`config.mk`:
```
export PLATFORM = sky130hd
export DESIGN_NAME = fetch_decode_buffer_flat
export DESIGN_NICKNAME = d
export VERILOG_FILES = /design/src/rtl/fetch_decode_buffer_pkg.sv /design/src/rtl/fetch_decode_buffer_if.sv /design/src/rtl/fetch_decode_buffer_ptr.sv /design/src/rtl/fetch_decode_buffer.sv /design/src/flat_wrapper.sv
export SDC_FILE = /design/constraint.sdc
export NUM_CORES = 1
export LEC_CHECK = 0
export CAP_MARGIN = 0
export CORE_ASPECT_RATIO = 0.75
export CORE_MARGIN = 3
export CORE_UTILIZATION = 40
export CTS_CLUSTER_SIZE = 12
export DETAILED_ROUTE_END_ITERATION = 7
export GPL_ROUTABILITY_DRIVEN = 0
export PLACE_DENSITY = 0.66
export SLEW_MARGIN = 25
export SYNTH_ARGS = -nofsm -noshare
export SYNTH_HDL_FRONTEND = slang
export SYNTH_HIERARCHICAL = 1
export SYNTH_SLANG_ARGS = --single-unit
```
`constraint.sdc`:
```
create_clock -name clk -period 6.2 [get_ports clk]
set_clock_uncertainty 0.1 [all_clocks]
set_input_delay 0.93 -clock clk [delete_from_list [all_inputs] [get_ports clk]]
set_output_delay 0.93 -clock clk [all_outputs]
set_load 0.05 [all_outputs]
```
`src/rtl/fetch_decode_buffer_pkg.sv`:
```
// Shared types and helpers for the fetch->decode instruction buffer.
// Entry layout, NOP encoding and the wrap-bit full test used by the buffer top.
package fetch_pkg;

    localparam int INSTR_W   = 32;
    localparam logic [INSTR_W-1:0] NOP_INSTR = 32'h00000000;
    localparam int PTR_MAX_W = 16;

    typedef struct packed {
        logic [INSTR_W-1:0] instr;
        logic [INSTR_W-1:0] pc_plus_4;
    } fetch_entry_t;

    // Pointers arrive zero-extended; idx_w is the number of index bits below the wrap bit.
    function automatic logic ptr_full(input logic [PTR_MAX_W-1:0] wr,
                                      input logic [PTR_MAX_W-1:0] rd,
                                      input int                   idx_w);
        logic [PTR_MAX_W-1:0] diff;
        logic                 idx_eq;
        logic                 wrap_ne;
        diff    = wr ^ rd;
        idx_eq  = 1'b1;
        wrap_ne = 1'b0;
        for (int b = 0; b < PTR_MAX_W; b++) begin
            if (b < idx_w)
                idx_eq = idx_eq & ~diff[b];
            else if (b == idx_w)
                wrap_ne = diff[b];
        end
        return idx_eq & wrap_ne;
    endfunction

endpackage

```
`src/rtl/fetch_decode_buffer_if.sv`:
```
// Fetch/decode handshake bundle: master = fetch+decode side, slave = the buffer.
// Valid/ready on both sides plus flush and occupancy.
interface fetch_decode_buffer_if #(
    parameter int DEPTH  = 2,
    parameter int DATA_W = 32
);
    localparam int CNT_W = $clog2(DEPTH) + 1;

    logic              in_valid;
    logic              in_ready;
    logic [DATA_W-1:0] in_instr;
    logic [DATA_W-1:0] in_pc_plus_4;
    logic              flush;
    logic              out_valid;
    logic              out_ready;
    logic [DATA_W-1:0] out_instr;
    logic [DATA_W-1:0] out_pc_plus_4;
    logic [CNT_W-1:0]  count;

    modport master (
        output in_valid, in_instr, in_pc_plus_4, flush, out_ready,
        input  in_ready, out_valid, out_instr, out_pc_plus_4, count
    );

    modport slave (
        input  in_valid, in_instr, in_pc_plus_4, flush, out_ready,
        output in_ready, out_valid, out_instr, out_pc_plus_4, count
    );

endinterface

```
`src/rtl/fetch_decode_buffer_ptr.sv`:
```
// Wrapping FIFO pointer with wrap bit: increment enable, synchronous clear.
// Latency: new value visible after the edge. No backpressure; clear beats increment.
module fetch_buf_ptr #(
    parameter int W = 2
) (
    input  logic         clk,
    input  logic         rst_n,
    input  logic         inc_i,
    input  logic         clr_i,
    output logic [W-1:0] ptr_o
);

    logic [W-1:0] ptr_q;
    logic [W-1:0] ptr_d;

    always_comb begin
        ptr_d = ptr_q;
        if (clr_i)
            ptr_d = '0;
        else if (inc_i)
            ptr_d = ptr_q + W'(1);
    end

    always_ff @(posedge clk or negedge rst_n) begin
        if (!rst_n)
            ptr_q <= '0;
        else
            ptr_q <= ptr_d;
    end

    assign ptr_o = ptr_q;

endmodule

```
`src/rtl/fetch_decode_buffer.sv`:
```
// Elastic fetch->decode buffer; push visible on out_* one cycle later (no bypass); flush empties it.
// Backpressure: in_ready = !full, independent of out_ready. Build macro FETCH_BUF_NOP_EN forces NOP bubbles.
module fetch_decode_buffer
    import fetch_pkg::*;
#(
    parameter int DEPTH  = 2,
    parameter int DATA_W = INSTR_W
) (
    input  logic                  clk,
    input  logic                  rst_n,
    fetch_decode_buffer_if.slave  bus
);

    localparam int IDX_W = $clog2(DEPTH);
    localparam int PW    = IDX_W + 1;

    logic [PW-1:0] wr_ptr;
    logic [PW-1:0] rd_ptr;
    logic          full;
    logic          empty;
    logic          push;
    logic          pop;
    fetch_entry_t  mem_q [DEPTH];
    fetch_entry_t  head;

    assign empty = (wr_ptr == rd_ptr);
    assign full  = ptr_full(PTR_MAX_W'(wr_ptr), PTR_MAX_W'(rd_ptr), IDX_W);

    // Flush cancels both sides in the same cycle it is seen.
    assign push = bus.in_valid && !full  && !bus.flush;
    assign pop  = bus.out_ready && !empty && !bus.flush;

    fetch_buf_ptr #(.W(PW)) u_wr_ptr (
        .clk   (clk),
        .rst_n (rst_n),
        .inc_i (push),
        .clr_i (bus.flush),
        .ptr_o (wr_ptr)
    );

    fetch_buf_ptr #(.W(PW)) u_rd_ptr (
        .clk   (clk),
        .rst_n (rst_n),
        .inc_i (pop),
        .clr_i (bus.flush),
        .ptr_o (rd_ptr)
    );

    always_ff @(posedge clk or negedge rst_n) begin
        if (!rst_n) begin
            for (int i = 0; i < DEPTH; i++)
                mem_q[i] <= '0;
        end else if (push) begin
            mem_q[wr_ptr[IDX_W-1:0]] <= '{instr: bus.in_instr, pc_plus_4: bus.in_pc_plus_4};
        end
    end

    assign head = mem_q[rd_ptr[IDX_W-1:0]];

    assign bus.in_ready  = !full;
    assign bus.out_valid = !empty;
    assign bus.count     = wr_ptr - rd_ptr;

`ifdef FETCH_BUF_NOP_EN
    assign bus.out_instr     = empty ? NOP_INSTR : head.instr;
    assign bus.out_pc_plus_4 = empty ? '0        : head.pc_plus_4;
`else
    // Stale while empty; decode qualifies with out_valid.
    assign bus.out_instr     = head.instr;
    assign bus.out_pc_plus_4 = head.pc_plus_4;
`endif

endmodule
```
`src/flat_wrapper.sv`:
```
// flat-port wrapper written by rule: the top's interface ports become plain ports
module fetch_decode_buffer_flat import fetch_pkg::*;
#(
    parameter int DEPTH  = 2,
    parameter int DATA_W = INSTR_W
)
  (clk, rst_n, bus_in_valid, bus_in_instr, bus_in_pc_plus_4, bus_flush, bus_out_ready, bus_in_ready, bus_out_valid, bus_out_instr, bus_out_pc_plus_4, bus_count);
  fetch_decode_buffer_if #(.DEPTH(DEPTH), .DATA_W(DATA_W)) bus_i ();
  input  logic clk;
  input  logic rst_n;
  input wire logic [$bits(bus_i.in_valid)-1:0] bus_in_valid;
  input wire logic [$bits(bus_i.in_instr)-1:0] bus_in_instr;
  input wire logic [$bits(bus_i.in_pc_plus_4)-1:0] bus_in_pc_plus_4;
  input wire logic [$bits(bus_i.flush)-1:0] bus_flush;
  input wire logic [$bits(bus_i.out_ready)-1:0] bus_out_ready;
  output wire logic [$bits(bus_i.in_ready)-1:0] bus_in_ready;
  output wire logic [$bits(bus_i.out_valid)-1:0] bus_out_valid;
  output wire logic [$bits(bus_i.out_instr)-1:0] bus_out_instr;
  output wire logic [$bits(bus_i.out_pc_plus_4)-1:0] bus_out_pc_plus_4;
  output wire logic [$bits(bus_i.count)-1:0] bus_count;
  assign bus_i.in_valid = bus_in_valid;
  assign bus_i.in_instr = bus_in_instr;
  assign bus_i.in_pc_plus_4 = bus_in_pc_plus_4;
  assign bus_i.flush = bus_flush;
  assign bus_i.out_ready = bus_out_ready;
  assign bus_in_ready = bus_i.in_ready;
  assign bus_out_valid = bus_i.out_valid;
  assign bus_out_instr = bus_i.out_instr;
  assign bus_out_pc_plus_4 = bus_i.out_pc_plus_4;
  assign bus_count = bus_i.count;
  fetch_decode_buffer #(.DEPTH(DEPTH), .DATA_W(DATA_W)) u_core (.clk(clk), .rst_n(rst_n), .bus(bus_i));
endmodule
```
Word-level counts from Yosys, hierarchy flattened

Index checks and enable logic that the tools add are counted.

Register bits after elaboration: 132
Input port bits: 69
Output and inout bits: 68
Word-level logic and storage cells: 38

Add/subtract/negate cells: 3
Magnitude comparators: 3
Equal/unequal tests: 1
Muxes and demuxes: 10
Bitwise operators: 5
Reduce and logical (&&, ||, !) cells: 10

Operators by type and width:

| cell                                                                 | number |
|---|---|
| 64-bit two-way mux                                                   | 4 |
| 128-bit bitwise mux                                                  | 1 |
| 64-bit demux with 1-bit select                                       | 1 |
| 2-bit two-way mux                                                    | 4 |
| 1-bit logical AND                                                    | 5 |
| 2-bit by 1-bit adder with 2-bit output, second input constant        | 2 |
| 2-bit >= comparator, second input constant                           | 2 |
| 1-bit inverter with 2-bit output                                     | 2 |
| 2-bit nonzero test                                                   | 2 |
| 1-bit zero test                                                      | 3 |
| 2-bit == test                                                        | 1 |
| 2-bit by 1-bit < comparator with 1-bit output, second input constant | 1 |
| 2-bit subtractor                                                     | 1 |
| 2-bit XOR                                                            | 1 |
| 1-bit bitwise AND                                                    | 1 |
| 1-bit inverter                                                       | 1 |

Depth between registers and ports, before layout

Gate-level depths: netlist of the first run.

Depth in word-level cells: 8
Gate-level depth with buffers: 7

Hierarchy

Netlist of the first run, hierarchy kept.

By module, submodules not included:

| module              | times used | cells each | area an instance (sq um) |
|---|---|---|---|
| fetch_decode_buffer | 1          | 351        | 5,641.7 |
| fetch_buf_ptr       | 2          | 7          | 88.8 |

Least setup slack after synthesis of the first run

Ideal clock, no wire load.

Kind: register to output
From: reg u_core.u_wr_ptr.ptr_q[0], in the netlist u_core/u_wr_ptr/ptr_o[0]
To: out bus_out_valid
Arrival time: 1.714 ns
Slack: 3.456 ns
Cell stages (with the launch flop): 5
Buffers on the path: 0
Cells stage by stage: dfrtp_1 > inv_1 > ha_1 > inv_1 > or2_2

Word-level cells in the longest chain between the ends: 2

RTL lines:

| item                   | line                          | source |
|---|---|---|
| start, declared        | fetch_decode_buffer_ptr.sv:13 | `logic [W-1:0] ptr_q;` |
| start signal, assigned | fetch_decode_buffer_ptr.sv:28 | `ptr_q <= ptr_d;` |
| 2-bit == test          | fetch_decode_buffer.sv:26     | `assign empty = (wr_ptr == rd_ptr);` |
| 1-bit zero test        | fetch_decode_buffer.sv:61     | `assign bus.out_valid = !empty;` |
| end, declared          | flat_wrapper.sv:17            | `output wire logic [$bits(bus_i.out_valid)-1:0] bus_out_valid;` |

Every way passes these cells.

Worst setup path after layout of the first run

From: reg u_core.u_rd_ptr.ptr_q[0], in the netlist u_core/u_rd_ptr/ptr_o[0]
To: out bus_out_pc_plus_4[18]

Word-level cells in the longest chain between the ends: 4

RTL lines:

| item                                                   | line                          | source |
|---|---|---|
| start, declared                                        | fetch_decode_buffer_ptr.sv:13 |  |
| start signal, assigned                                 | fetch_decode_buffer_ptr.sv:28 |  |
| 1-bit inverter with 2-bit output (not written as such) | fetch_decode_buffer.sv:58     | `assign head = mem_q[rd_ptr[IDX_W-1:0]];` |
| 64-bit two-way mux (not written as such) (3 in a row)  | fetch_decode_buffer.sv:58     |  |
| end, declared                                          | flat_wrapper.sv:19            | `output wire logic [$bits(bus_i.out_pc_plus_4)-1:0] bus_out_pc_plus_4;` |

Every way passes these cells. The select of a mux whose other input is x is not followed.

==> results.cfg, run 1 <==
[worst_setup_path]
cpPeakStageDelay_ns = 0.95
path_max_fanout = 38
end_kind = primary output
critPathKind = reg -> out
crit_required_ns = 5.17
path_cells = buf_4 -> mux2_2 -> clkdlybuf4s50_1
path_buf_inv = 2
cp-start-kind = register
cp_top_family = buffers and inverters
arrival_ns = 3.01
cpMaxStageDelayCell = dfrtp_2

[logic_synthesis]
syn_inst = 365
ys_ff_latch = 132
ys_seq_area_frac = 0.568
yosysWarnings = 6
syn_avg_cell_area_sq_um = 15.9
synthesis.area_sq_um = 5820
synth_cell_types = 20
synth_nets = 435

[power_and_ir_drop]
p_comb_frac = 0.309
seqPwrFrac = 0.356
p_leak_uw = 0.00329
sw_frac_of_total = 0.313
power_uw = 3440
intPower_uw = 2370
power_switching_uw = 1080
p_per_area_nw_per_um2 = 430
vdd_drop_max_mv = 0.212
pwr-share-clk = 0.335

[floorplanning]
fp-row-count = 37
coreArea_sq_um = 14000
die-area_sq_um = 16000
start_util = 0.416
io_pins = 137
fp.dieW_microns = 145
fp.dieH_microns = 110

[global_route]
antenna_found_initial = 1
grt_pass1_vias = 3998
grt_max_degree = 75
grt_overflow_total = 0
grt_pass1_wl_microns = 20900
grt_usage = 0.162

[cts]
clkSinkCount = 132
clock_path_buffers = 2
cts_buffers = 17
cts_setup_buffers = 0
cts_hold_buffers = 0
clkSlewWorstSetupHoldPaths_ns = 0.06
htree_levels = 4
cts_tree = yes
worstSkewPairLatency_ns = 0.40
root_buffer = clkbuf_16
cts.repair.resized = 0

[sta]
setup_viol = 0
slew_viol_final = 0
max-slew-margin-rel = 0.379
finalHoldViolations = 0
fin_crit_ns = 4.04
finalCritPeriodShare = 0.652
fmax_mhz = 247
holdWs_ns = 0.299
rsz0062_at_grt = no
setup_tns_ns = 0
tightest_slew_ns = 0.932

[flow_run]
drv_cap = 0

[hold_path]
min_path_type = in -> async

[layout]
drive_gt1_frac = 0.351
antennaDiodeCount = 0
fin_cells = 714
final_cell_area_sq_um = 8010
nNetsFinal = 576
syn2layout_area_growth_pct = 37.6
fillCellCount = 1084

[placed_design]
dpl-instance-area_sq_um = 7290
dp.cells = 681
dp_hpwl_microns = 7940
io_buffers = 136

[drt]
ant_nets = 0
dr.pass1.iters = 4
vias = 3454
wl_microns = 12400
drtIter0Drc = 115
vias_per_cell = 4.84
wl_per_cell_microns = 17.4
drc = 0

[outcome]
outcome = finished, final reports clean
## area by class of cell
cell class | instances | area (sq um) | share of cell area
timing repair buffer | 141 | 1420 | 0.177
sequential | 132 | 3300 | 0.413
clock inverter | 12 | 224 | 0.0280
tap | 195 | 244 | 0.0305
multi-input combinational | 212 | 2350 | 0.293
inverter | 2 | 7.51 | 0.000937
clock buffer | 20 | 467 | 0.0583
## flip-flops by register name, summed over array words and instances (netlist names)
name / flops
u_core/u_wr_ptr/ptr_o: 2
u_core/u_rd_ptr/ptr_o: 2
u_core/mem_q: 128
## power by group through the flow
stage	logic, uW	clock network (uW)	registers (uW)
CTS	1080	1180	1230
finish	1060	1160	1230
floorplan	772	0	1190
detailed placement	1070	0	1240
global placement	1050	0	1230
global route	1120	1220	1260
## kinds of logic after synthesis
family	Yosys count	synth area share
multiplexers	192	0.372
flip-flops	132	0.568
buffers and inverters	21	0.0290
AND/OR/NAND/NOR	8	0.00817
AO/OA/AOI/OAI	7	0.0142
XOR/XNOR	4	0.00731
adder cells (fa/ha/maj)	1	0.00215
## worst paths after layout
check                                         start                       end  slack (ns)  depth (start not counted)
hold reg to reg                   u_core/mem_q[112]         u_core/mem_q[112]        0.38                          1
min in group clk                  u_core/mem_q[112]         u_core/mem_q[112]        0.38                          1
hold / removal                                rst_n          u_core/mem_q[88]        0.30                          1
setup / recovery           u_core/u_rd_ptr/ptr_o[0]     bus_out_pc_plus_4[18]        2.16                          3
setup reg to reg           u_core/u_rd_ptr/ptr_o[0]          u_core/mem_q[20]        3.10                          4
max in group asynchronous                     rst_n  u_core/u_rd_ptr/ptr_o[0]        4.30                          3
## placed cells by master, fill, tap and decap left out
| cell type | synthesis | final |
|---|---|---|
| or2_2 | 1 | 1 |
| clkinv_2 | 0 | 2 |
| dfrtp_1 | 132 | 131 |
| and3b_1 | 1 | 1 |
| nand3b_1 | 2 | 2 |
| nand2b_1 | 1 | 1 |
| bufinv_16 | 0 | 6 |
| xor2_2 | 1 | 1 |
| buf_4 | 0 | 5 |
| a21bo_1 | 2 | 2 |
| a21oi_2 | 2 | 2 |
| mux2_2 | 137 | 137 |
| mux2_1 | 55 | 55 |
| inv_1 | 2 | 2 |
| clkdlybuf4s50_1 | 0 | 135 |
| clkinv_4 | 0 | 2 |
| ha_1 | 1 | 1 |
| dfrtp_2 | 0 | 1 |
| inv_6 | 0 | 1 |
| a211oi_4 | 2 | 2 |
| xor2_1 | 1 | 1 |
| a21oi_1 | 1 | 1 |
| clkinvlp_4 | 0 | 1 |
| clkbuf_16 | 0 | 17 |
| xnor2_1 | 2 | 2 |
| buf_16 | 0 | 1 |
| nand2_1 | 1 | 1 |
| nor2_1 | 2 | 2 |
| clkbuf_8 | 0 | 3 |
## synth_stat cells (all sizes together)
cell	instances	share of area
and3b	1	0.0015
buf	12	0.023
nand3b	2	0.0026
nor2	2	0.0013
a211oi	2	0.0069
dfrtp	132	0.57
ha	1	0.0021
clkbuf	7	0.0045
inv	2	0.0013
nand2b	1	0.0011
mux2	192	0.37
nand2	1	0.00064
a21oi	3	0.0039
xor2	2	0.0043
or2	1	0.0011
xnor2	2	0.0030
a21bo	2	0.0034
## routing by layer
layer | track usage | routed length (microns) | vias to the layer above
li1 | - | - | 1587
met1 | 0.222 | 5910 | 1765
met2 | 0.244 | 5660 | 90
met3 | 0.0537 | 722 | 10
met4 | 0.0512 | 102 | 2
met5 | 0 | 11 | -
## through the flow
step	utilization	worst slack [ns]
after floorplan	-	3.46
after global routing	0.573	1.99
after CTS	0.571	2.08
after detailed placement	0.522	2.53
after global placement	0.522	2.53
final	0.573	2.16
No activity file was read; power rests on OpenSTA's default activity.
==> inputs of run 2 (changes only) <==
- PLACE_DENSITY: 0.66 -> 0.69
- clock period: 6.2 -> 3.3 ns (I/O delays scaled with it)
==> results.cfg, run 2 (synthesized netlist as in run 1, its figures left out) <==
[hold_path]
min_path_type = reg -> reg
min-delay-start = u_core/mem_q[78]
holdPathStages = 1
holdPathEnd = u_core/mem_q[78]

[drt]
ant_nets = 0
wl_met2_microns = 5840
drtIter0Drc = 92
drc = 0
vias = 3468
wl_microns = 12500
vias_per_cell = 4.83
wl_met1_microns = 5580
dr.pass1.iters = 4
wl_met3_microns = 930
wl_per_cell_microns = 17.4
top_layer = met5

[power_and_ir_drop]
p_per_area_nw_per_um2 = 765
vdd_drop_max_mv = 0.351
p_leak_uw = 0.00325

[cts]
root_buffer = clkbuf_16
clock_path_buffers = 2
clkSinkCount = 132
htree_levels = 4
cts_tree = yes
clkSlewWorstSetupHoldPaths_ns = 0.06
cts.repair.resized = 0
cts_buffers = 17
worstSkewPairLatency_ns = 0.41

[placed_design]
dp_hpwl_microns = 8260
io_buffers = 136
dpl-instance-area_sq_um = 7370
dp_slack_ns = 0.588
dp.cells = 685

[sta]
finalWorstSetupSlack_ns = 0.160
rsz0062_at_grt = no
holdWs_ns = 0.378
tightest_slew_ns = 0.584
setup_viol = 0
max-slew-margin-rel = 0.609
finalCritPeriodShare = 0.952
slew_viol_final = 0
finalHoldViolations = 0
fin_crit_ns = 3.14
setup_tns_ns = 0
fmax_mhz = 318

[layout]
final_cell_area_sq_um = 7950
layout_common_cells = mux2_2 (137), clkdlybuf4s50_1 (135), dfrtp_1 (131), mux2_1 (55), clkbuf_16 (17)
seqCellArea_sq_um = 3300
fin_cells = 718
antennaDiodeCount = 0
syn2layout_area_growth_pct = 36.6
largest_reg_flops = 128
nNetsFinal = 580
mostFrequentLayoutCell = mux2_2
drive_gt1_frac = 0.350
multiInputGateArea_sq_um = 2350
largest-register = u_core/mem_q
fillCellCount = 1125

[floorplanning]
fp-row-count = 37
start_util = 0.416
coreArea_sq_um = 14000
fp.dieW_microns = 145
fp.dieH_microns = 110
die-area_sq_um = 16000
io_pins = 137

[worst_setup_path]
worstReg2RegEnd = u_core/mem_q[106]
crit_required_ns = 2.70
critPathKind = reg -> out
path_max_fanout = 5
cp-start-kind = register
worstReg2RegStart = u_core/u_wr_ptr/ptr_o[0]
end_kind = primary output
regToRegSetupSlack_ns = 0.97
arrival_ns = 2.55
ff2ff_path_depth = 5

[global_route]
grt_pass1_vias = 4028
grt_pass1_wl_microns = 20600
grt_usage = 0.163
grt_max_degree = 67
antenna_found_initial = 1
grt_overflow_total = 0

[flow_run]
drv_cap = 0

[outcome]
outcome = finished, final reports clean
run 2: layer usage:
| layer | GRT usage | up-vias |
|---|---|---|
| met5 | 0 | - |
| met4 | 0.0531 | 2 |
| met3 | 0.0759 | 11 |
| met2 | 0.262 | 92 |
| met1 | 0.195 | 1765 |
| li1 | - | 1598 |
run 2: worst max path at each step:
stage / startpoint / end / depth (start not counted)
detailed placement: u_core/u_wr_ptr/ptr_o[0] / bus_out_valid / 5
floorplan: u_core/u_wr_ptr/ptr_o[0] / u_core/u_rd_ptr/ptr_o[1] / 7
global placement: u_core/u_wr_ptr/ptr_o[0] / bus_out_valid / 5
finish: u_core/u_wr_ptr/ptr_o[0] / bus_out_valid / 5
global route: u_core/u_wr_ptr/ptr_o[0] / bus_out_valid / 5
CTS: u_core/u_wr_ptr/ptr_o[0] / bus_out_valid / 5
run 2: area by class of cell:
class	count	area share
inverters	2	0.000945
multi-input cells	212	0.295
well taps	195	0.0307
clock buffers	23	0.0614
repair buffers	145	0.186
flip-flops and latches	132	0.416
clock inverters	9	0.00976
run 2: where the power goes:
group          total (uW)  internal [uW]  switching, uW  leakage (uW)
sequential           2290           2080            212       0.00158
combinational        2020            896           1120       0.00140
clock                1780           1110            668      0.000275
run 2: repair_timing:
| item | in CTS | in global routing |
|---|---|---|
| hold endpoints to repair | 28 | 0 |
| hold buffers | 1 | 0 |
| setup buffers | 0 | 0 |
run 2: metrics by stage:
stage | util | power (uW)
2_1_floorplan | - | 3690
3_3_place_gp | 0.527 | 4270
3_5_place_dp | 0.527 | 4350
4_1_cts | 0.568 | 6160
5_1_grt | 0.568 | 6380
6_report | 0.568 | 6080
run 2: worst max-delay path, stage by stage, from the launching register on:
cell	delay [ns]
dfrtp_1	0.45
inv_1	0.13
ha_1	0.45
inv_1	0.08
or2_2	0.32
clkdlybuf4s50_1	0.71
==> inputs of run 3 (changes only) <==
- SETUP_SLACK_MARGIN: default -> 0.5
- SLEW_MARGIN: 25 -> 0
==> results.cfg, run 3 (synthesized netlist as in run 1, its figures left out) <==
[worst_setup_path]
critPathKind = reg -> out
regToRegSetupSlack_ns = 1.05
crit_required_ns = 2.70
ff2ff_path_depth = 5
cp-start-kind = register
worstReg2RegStart = u_core/u_wr_ptr/ptr_o[0]
end_kind = primary output
worstReg2RegEnd = u_core/mem_q[106]
arrival_ns = 2.04
path_max_fanout = 5

[drt]
ant_nets = 0
wl_per_cell_microns = 17.4
drc = 0
drtIter0Drc = 88
vias_per_cell = 4.86
vias = 3492
dr.pass1.iters = 4
wl_microns = 12500

[cts]
clkSinkCount = 132
worstSkewPairLatency_ns = 0.41
root_buffer = clkbuf_16
clock_path_buffers = 2
cts_tree = yes
clkSlewWorstSetupHoldPaths_ns = 0.06
cts_buffers = 17
htree_levels = 4

[power_and_ir_drop]
vdd_drop_max_mv = 0.350
p_per_area_nw_per_um2 = 753
sw_frac_of_total = 0.335
power_uw = 5940
p_leak_uw = 0.00340
power_switching_uw = 1990
pwr-share-clk = 0.299
seqPwrFrac = 0.385
p_comb_frac = 0.316
intPower_uw = 3950

[floorplanning]
fp.dieH_microns = 110
fp-row-count = 37
io_pins = 137
start_util = 0.416
die-area_sq_um = 16000
coreArea_sq_um = 14000
fp.dieW_microns = 145

[layout]
antennaDiodeCount = 0
fillCellCount = 1152
drive_gt1_frac = 0.354
nNetsFinal = 580
largest-register = u_core/mem_q
layout_common_cells = mux2_2 (137), dfrtp_1 (131), clkdlybuf4s50_1 (67), dlygate4sd2_1 (61), mux2_1 (55)
syn2layout_area_growth_pct = 35.5
largest_reg_flops = 128
mostFrequentLayoutCell = mux2_2
final_cell_area_sq_um = 7880

[global_route]
grt_usage = 0.163
grt_pass1_vias = 4029
grt_pass1_wl_microns = 20600
grt_max_degree = 67
grt_overflow_total = 0
antenna_found_initial = 1

[flow_run]
drv_cap = 0

[sta]
finalHoldViolations = 0
fmax_mhz = 380
setup_viol = 0
holdWs_ns = 0.378
finalCritPeriodShare = 0.797
slew_viol_final = 0
setup_tns_ns = 0
max-slew-margin-rel = 0.615
tightest_slew_ns = 0.579
rsz0062_at_grt = no
fin_crit_ns = 2.63

[hold_path]
holdPathStages = 1
min_path_type = reg -> reg
min-delay-start = u_core/mem_q[78]
holdPathEnd = u_core/mem_q[78]

[placed_design]
io_buffers = 136
dp_hpwl_microns = 8260
dpl-instance-area_sq_um = 7370

[outcome]
outcome = finished, final reports clean
run 3: changes by cell type in the layout (fill, tap and decap cells not counted):
cell             previous run  this run
clkdlybuf4s50_1           135        67
ha_1                        1         0
ha_2                        0         1
dlymetal6s2s_1              0         6
clkbuf_2                    0         1
dlygate4sd2_1               0        61
run 3: per-layer routing:
| layer | part of all wire | vias up | GRT usage |
|---|---|---|---|
| met2 | 0.47 | 94 | 0.262 |
| met4 | 0.011 | 2 | 0.0531 |
| met5 | 0.0010 | - | 0 |
| met1 | 0.44 | 1788 | 0.196 |
| li1 | - | 1597 | - |
| met3 | 0.077 | 11 | 0.0755 |
run 3: repair_timing:
action                                  CTS  global route
hold buffers                              1             0
pin swaps                                 0             0
gates resized for setup                  62             9
hold endpoints to repair                 28             0
endpoints found under the setup margin   62             7
buffers inserted                          0             0
run 3: per-stage QoR:
step	util	cells	worst slack (ns)
detailed placement	0.527	685	0.588
CTS	0.563	718	0.410
finish	0.564	718	0.669
global route	0.564	718	0.600
global placement	0.527	685	0.639
floorplan	-	365	0.873
run 3: how the worst max path moves through the flow:
stage / startpoint / to / cells past startpoint
6_report: u_core/u_wr_ptr/ptr_o[0] / bus_out_valid / 5
2_1_floorplan: u_core/u_wr_ptr/ptr_o[0] / u_core/u_rd_ptr/ptr_o[1] / 7
5_1_grt: u_core/u_wr_ptr/ptr_o[0] / bus_out_valid / 5
3_5_place_dp: u_core/u_wr_ptr/ptr_o[0] / bus_out_valid / 5
4_1_cts: u_core/u_wr_ptr/ptr_o[0] / bus_out_valid / 5
3_3_place_gp: u_core/u_wr_ptr/ptr_o[0] / bus_out_valid / 5
run 3: worst max-delay path, stage by stage, from the launching register on:
cell and delay [ns]:
dfrtp_1 0.46, inv_1 0.13, ha_2 0.43, inv_1 0.07
or2_2 0.31, clkbuf_2 0.24
run 3: cell type report:
class / instances / area (sq um) / area share
Clock buffer: 23 / 488 / 0.0619
Clock inverter: 9 / 77.6 / 0.00984
Inverter: 2 / 7.51 / 0.000952
Multi-Input combinational cell: 212 / 2350 / 0.298
Sequential cell: 132 / 3300 / 0.419
Tap cell: 195 / 244 / 0.0309
Timing Repair Buffer: 145 / 1410 / 0.179
run 3: power by group through the flow:
stage	Sequential, uW	Clock (uW)	Combinational, uW
floorplan	2240	0	1450
global placement	2270	0	2000
detailed placement	2320	0	2030
CTS	2290	1820	1910
global route	2350	1900	1990
finish	2290	1780	1880
